<file path="src/rtl/xadc_pkg.sv">
// Shared types and constants for the XADC DRP sequencer and related blocks.
package xadc_pkg;

  typedef enum logic [1:0] {
    ST_IDLE = 2'd0,
    ST_REQ  = 2'd1,
    ST_WAIT = 2'd2
  } state_e;

  // Default DRP addresses of the auxiliary channels in round-robin order.
  localparam logic [6:0] VAUX1_ADDR = 7'h11;
  localparam logic [6:0] VAUX0_ADDR = 7'h10;
  localparam logic [6:0] VAUX8_ADDR = 7'h18;
  localparam logic [6:0] VAUX9_ADDR = 7'h19;

  localparam int NUM_SLOTS = 4;
  localparam int DATA_W    = 16;
  localparam int SLOT_W    = 2;

  // Round-robin successor; the two-bit slot wraps 3 -> 0 by itself.
  function automatic logic [SLOT_W-1:0] next_slot(input logic [SLOT_W-1:0] slot);
    return slot + 1'b1;
  endfunction

endpackage

</file>
<file path="src/rtl/xadc_drp_sequencer_rate.sv">
// Window counter plus saturating capture counter; publishes captures per window.
module rate_window_counter #(
  parameter int unsigned WINDOW_CYCLES = 100000000,
  parameter int unsigned RATE_W        = 24
) (
  input  logic              clk,
  input  logic              rstn,
  input  logic              capture_in,
  output logic [RATE_W-1:0] sample_rate_out
);

  localparam int WIN_W = (WINDOW_CYCLES > 1) ? $clog2(WINDOW_CYCLES) : 1;
  localparam logic [WIN_W-1:0] WIN_LAST = WIN_W'(WINDOW_CYCLES - 1);

  logic [WIN_W-1:0]  win_q, win_d;
  logic [RATE_W-1:0] cap_q, cap_d;
  logic [RATE_W-1:0] rate_q, rate_d;
  logic [RATE_W-1:0] cap_inc;
  logic              wrap;

  // Next window position, saturating capture count, and end-of-window publish.
  always_comb begin
    wrap    = (win_q == WIN_LAST);
    cap_inc = (capture_in && (cap_q != '1)) ? cap_q + 1'b1 : cap_q;
    win_d   = wrap ? '0 : win_q + 1'b1;
    rate_d  = wrap ? cap_inc : rate_q;
    cap_d   = wrap ? '0 : cap_inc;
  end

  // Counter and output registers.
  always_ff @(posedge clk or negedge rstn) begin
    if (!rstn) begin
      win_q  <= '0;
      cap_q  <= '0;
      rate_q <= '0;
    end else begin
      win_q  <= win_d;
      cap_q  <= cap_d;
      rate_q <= rate_d;
    end
  end

  assign sample_rate_out = rate_q;

endmodule

</file>
<file path="src/rtl/xadc_drp_sequencer.sv">
// Reads the next auxiliary channel over DRP on each end-of-conversion and
// holds the latest result per slot; also reports captures per timing window.
module xadc_drp_sequencer
  import xadc_pkg::*;
#(
  parameter logic [6:0]  CH0_ADDR      = VAUX1_ADDR,
  parameter logic [6:0]  CH1_ADDR      = VAUX0_ADDR,
  parameter logic [6:0]  CH2_ADDR      = VAUX8_ADDR,
  parameter logic [6:0]  CH3_ADDR      = VAUX9_ADDR,
  parameter int unsigned TIMEOUT       = 63,
  parameter int unsigned WINDOW_CYCLES = 100000000,
  parameter int unsigned RATE_W        = 24
) (
  input  logic                          clk,
  input  logic                          rstn,
  input  logic                          eoc_in,
  input  logic                          drdy_in,
  input  logic [DATA_W-1:0]             do_in,
  output logic [6:0]                    daddr_out,
  output logic                          den_out,
  output logic                          dwe_out,
  output logic [DATA_W-1:0]             di_out,
  output logic [NUM_SLOTS*DATA_W-1:0]   ch_data,
  output logic [NUM_SLOTS-1:0]          ch_valid,
  output logic [RATE_W-1:0]             sample_rate,
  output logic                          timeout_err,
  output logic                          overrun_err
);

  localparam int TMO_W = (TIMEOUT > 1) ? $clog2(TIMEOUT + 1) : 1;
  // WAIT lasts TIMEOUT cycles: the counter gives up once its next value would reach TIMEOUT.
  localparam logic [TMO_W-1:0] TMO_LAST = TMO_W'(TIMEOUT - 1);

  state_e                        state_q, state_d;
  logic [SLOT_W-1:0]             slot_q, slot_d;
  logic [TMO_W-1:0]              tmo_q, tmo_d;
  logic [NUM_SLOTS*DATA_W-1:0]   ch_data_q, ch_data_d;
  logic [NUM_SLOTS-1:0]          ch_valid_q, ch_valid_d;
  logic                          timeout_err_q, timeout_err_d;
  logic                          overrun_err_q, overrun_err_d;
  logic                          capture;
  logic                          timeout_hit;

  // State register.
  always_ff @(posedge clk or negedge rstn) begin
    // NOTE: non-blocking assignments in clocked blocks so every flop samples pre-edge values.
    if (!rstn) state_q <= ST_IDLE;
    else       state_q <= state_d;
  end

  // Next-state logic: one read in flight, ended by drdy or by the timeout.
  always_comb begin
    // NOTE: default assignment first so no path leaves state_d unassigned (no latch).
    state_d = state_q;
    unique case (state_q)
      ST_IDLE: if (eoc_in) state_d = ST_REQ;
      ST_REQ:  state_d = ST_WAIT;
      ST_WAIT: if (drdy_in || (tmo_q == TMO_LAST)) state_d = ST_IDLE;
      default: state_d = ST_IDLE;
    endcase
  end

  // FSM outputs: den is the REQ state itself; address follows the current slot.
  always_comb begin
    den_out = (state_q == ST_REQ);
    dwe_out = 1'b0;
    di_out  = '0;
    unique case (slot_q)
      2'd0:    daddr_out = CH0_ADDR;
      2'd1:    daddr_out = CH1_ADDR;
      2'd2:    daddr_out = CH2_ADDR;
      default: daddr_out = CH3_ADDR;
    endcase
  end

  // Datapath next values: capture, slot advance, timeout counting, error flags.
  always_comb begin
    capture       = (state_q == ST_WAIT) && drdy_in;
    timeout_hit   = (state_q == ST_WAIT) && !drdy_in && (tmo_q == TMO_LAST);
    slot_d        = capture ? next_slot(slot_q) : slot_q;
    ch_data_d     = ch_data_q;
    ch_valid_d    = '0;
    tmo_d         = tmo_q;
    timeout_err_d = timeout_err_q | timeout_hit;
    overrun_err_d = overrun_err_q | (eoc_in && (state_q != ST_IDLE));
    if (state_q == ST_REQ) begin
      tmo_d = '0;
    end else if ((state_q == ST_WAIT) && !drdy_in) begin
      tmo_d = tmo_q + 1'b1;
    end
    if (capture) begin
      ch_data_d[slot_q*DATA_W +: DATA_W] = do_in;
      ch_valid_d[slot_q]                 = 1'b1;
    end
  end

  // Datapath registers.
  always_ff @(posedge clk or negedge rstn) begin
    if (!rstn) begin
      slot_q        <= '0;
      tmo_q         <= '0;
      // NOTE: the holding registers are cleared too; downstream reads zero until a real sample lands.
      ch_data_q     <= '0;
      ch_valid_q    <= '0;
      timeout_err_q <= 1'b0;
      overrun_err_q <= 1'b0;
    end else begin
      slot_q        <= slot_d;
      tmo_q         <= tmo_d;
      ch_data_q     <= ch_data_d;
      ch_valid_q    <= ch_valid_d;
      timeout_err_q <= timeout_err_d;
      overrun_err_q <= overrun_err_d;
    end
  end

  assign ch_data     = ch_data_q;
  assign ch_valid    = ch_valid_q;
  assign timeout_err = timeout_err_q;
  assign overrun_err = overrun_err_q;

  rate_window_counter #(
    .WINDOW_CYCLES (WINDOW_CYCLES),
    .RATE_W        (RATE_W)
  ) u_rate (
    .clk             (clk),
    .rstn            (rstn),
    .capture_in      (capture),
    .sample_rate_out (sample_rate)
  );

endmodule

</file>
<file path="config.mk">
export PLATFORM = sky130hd
export DESIGN_NAME = xadc_drp_sequencer
export DESIGN_NICKNAME = d
export VERILOG_FILES = /design/src/rtl/xadc_pkg.sv /design/src/rtl/xadc_drp_sequencer_rate.sv /design/src/rtl/xadc_drp_sequencer.sv
export SDC_FILE = /design/constraint.sdc
export NUM_CORES = 1
export LEC_CHECK = 0
export CORE_MARGIN = 1
export CORE_UTILIZATION = 47
export DETAILED_ROUTE_END_ITERATION = 7
export PLACE_DENSITY = 0.77
export SYNTH_ARGS = -nofsm -noshare
export SYNTH_HDL_FRONTEND = slang
export SYNTH_HIERARCHICAL = 1
export SYNTH_SLANG_ARGS = --single-unit
</file>
<file path="constraint.sdc">
create_clock -name clk -period 2.15 [get_ports clk]
set_clock_uncertainty 0.05 [all_clocks]
set_input_delay 0.215 -clock clk [delete_from_list [all_inputs] [get_ports clk]]
set_output_delay 0.215 -clock clk [all_outputs]
set_load 0.005 [all_outputs]
</file>
==> qor.yml <==
drcViolationCount: 0
arrival_ns: 2.38
start_kind: "flip-flop"
grt_pass1_wl_um: 28000
final-max-slew-violation-count: 0
die_area_um2: 15200
hp-class: "primary input to async pin"
fin_tns_setup_ns: 0
drt-pass1-iter-count: 5
place.gp.congestion: 0.935
crit_slowest_cell: "or4_1"
fin_ws_ns: 0.0759
vias: 5501
dp_slack_ns: -0.137
die_x_um: 123
p_leak_uw: 0.00419
grt_pass1_vias: 5518
path_class: "flip-flop to flip-flop"
crit_chain: "ha_2, and3_1, nand2_4, or3_1, or4_1, nand3_1"
max_stage_delay_ns: 0.51
synth-edff-count: 0
endpoint_kind: "flip-flop"
ant_nets: 0
core_um2: 14500
die_h_um: 123
slew_headroom_pct: 65.6
htree_levels: 4
vias_per_cell: 5.52
crit_family: "simple AND/OR/NAND/NOR gates"
clockBufferDepth: 2
yosys_warnings: 6
syn_inst: 640
cts_root_buf: "clkbuf_16"
layout_commonest_cell: "dfrtp_1"
routedWlPerCell_um: 17.4
clkLatencyLatePin_ns: 0.42
cts_buffers: 17
area_delta_synth_final_pct: 33.2
peakVddDrop_mv: 0.630
finalHoldViolCount: 0
whs_ns: 0.284
cts.sinks: 155
grt_start_max_net_pins: 54
track_usage_pct: 24.2
grt_overflow: 0
drv_cap: 0
layout_min_cycle_time_ns: 2.07
synth_seq_cells: 155
port_buffers: 116
final_cell_mix: "dfrtp_1 (155), clkdlybuf4s50_1 (113), nand2_1 (84), buf_4 (50), a22o_1 (48)"
io_pins: 139
diodes: 0
max_freq_mhz: 482
grt_antenna_before_repair: 0
nNetsFinal: 832
path_buf_inv: 0
ys_async_sr_fraction_pct: 100
syn_avg_cell_area_um2: 10.8
power_density_nw_per_um2: 948
synth_flop_cell: "dfrtp_1"
cts_tree: "done"
clk_pin_slew_ns: 0.07
drtIter0Drc: 340
tightest_slew_ns: 0.517
synthesis.area_um2: 6930
ys_seq_area_share_pct: 56.0
post-dp-hpwl_um: 11900
drive_above_1_share_pct: 14.1
cp.required_ns: 2.45
period_share_pct: 96.5
critPathMaxFanout: 5
run_status: "finished clean"
synth_cell_types: 49
rows: 44
initial_utilization_pct: 47.8
wl_um: 17300
setup_viol: 0
final timing paths:
kind,start,to,slack [ns],depth (start not counted)
worst max-delay path,u_rate/win_q[0],u_rate/sample_rate_out[15],0.08,6
worst min-delay path,rstn,u_rate/win_q[6],0.28,2
worst max register to register,u_rate/win_q[0],u_rate/sample_rate_out[15],0.08,6
worst min register to register,overrun_err,overrun_err,0.43,1
max in group asynchronous,rstn,u_rate/sample_rate_out[18],1.12,3
min in group clk,eoc_in,state_q[0],0.36,2
per-layer routing:
layer,vias up,global-route usage (%),routed length (um)
met1,2745,30.6,7260
met5,-,0,0
met4,0,8.28,225
li1,2554,-,-
met2,182,38.9,8430
met3,20,7.98,1390
what timing repair did:
action                                  4_1_cts  5_1_grt
endpoints found under the setup margin        6       27
hold buffers                                  1        0
hold endpoints to repair                     50        0
setup buffers                                 0        4
gates resized for setup                       6       15
pin swaps                                     0        1
registers in the layout (all words and copies together) (netlist names):
signal                  cells
ch_valid                    4
timeout_err                 1
tmo_q                       6
overrun_err                 1
state_q                     2
slot_q                      2
u_rate/sample_rate_out     24
ch_data                    64
u_rate/win_q               27
u_rate/cap_q               24
Yosys cell counts, drive strengths merged (2+ instances only):
master	instances	share of area [%]
or4	4	0.43
nand4b	4	0.94
xor2	11	1.4
xnor2	29	3.7
inv	12	0.65
o21ai	49	3.5
nor4	12	1.4
nand2b	2	0.18
o211ai	5	0.54
dfrtp	155	56
a211o	2	0.25
mux2i	7	1.0
and3	8	0.72
and2	2	0.18
nand3	21	1.5
conb	2	0.11
and4	11	1.4
or2	2	0.18
nor3	9	0.72
clkbuf	19	1.0
nor4b	4	0.90
nor3b	3	0.33
a21oi	12	0.87
nor2	44	2.4
nand4	18	1.6
or3	6	0.54
a22o	48	6.1
nand2	86	4.8
buf	30	3.1
ha	12	2.2
and4bb	2	0.36
cell type report:
| class | instances | area (um^2) |
|---|---|---|
| fillers | 1117 | 5250 |
| multi-input cells | 444 | 2880 |
| repair buffers | 170 | 1610 |
| inverters | 12 | 45.0 |
| flip-flops and latches | 155 | 3880 |
| well taps | 184 | 230 |
| clock buffers | 21 | 450 |
| clock inverters | 11 | 134 |
logic make-up (layout without fill, tap and decap cells):
| logic type | count (synthesis) | after routing | share of synthesized area (%) |
|---|---|---|---|
| adders and majority gates | 12 | 12 | 2.17 |
| and+or+nand+nor | 243 | 243 | 19.1 |
| muxes | 7 | 7 | 1.01 |
| other | 2 | 22 | 0.108 |
| xor gates and xnor gates | 40 | 40 | 5.06 |
| buffers and inverters | 61 | 214 | 4.80 |
| DFF | 155 | 155 | 56.0 |
| AOI/OAI and AO/OA | 120 | 120 | 11.7 |
worst reg2reg max path, delay by kind of cell (launching register included):
family                   cells  cell delay [ns]
AND/OR/NAND/NOR              5             1.35
flip-flops                   1             0.39
adder cells (fa/ha/maj)      1             0.22
where the power goes:
part / switching [uW] / total [uW] / internal [uW]
Clock: 1210 / 2970 / 1760
Sequential: 287 / 3610 / 3320
Combinational: 961 / 2170 / 1210
through the flow:
step,instances,area [um^2],util (%),power (uW)
finish,997,9230,63.7,8750
global route,997,9230,63.7,9170
CTS,993,9130,63.0,8740
detailed placement,960,8520,58.9,5750
global placement,960,8520,58.9,5660
floorplan,660,7000,-,4530
Note: power is estimated with default switching activity, not from simulation.
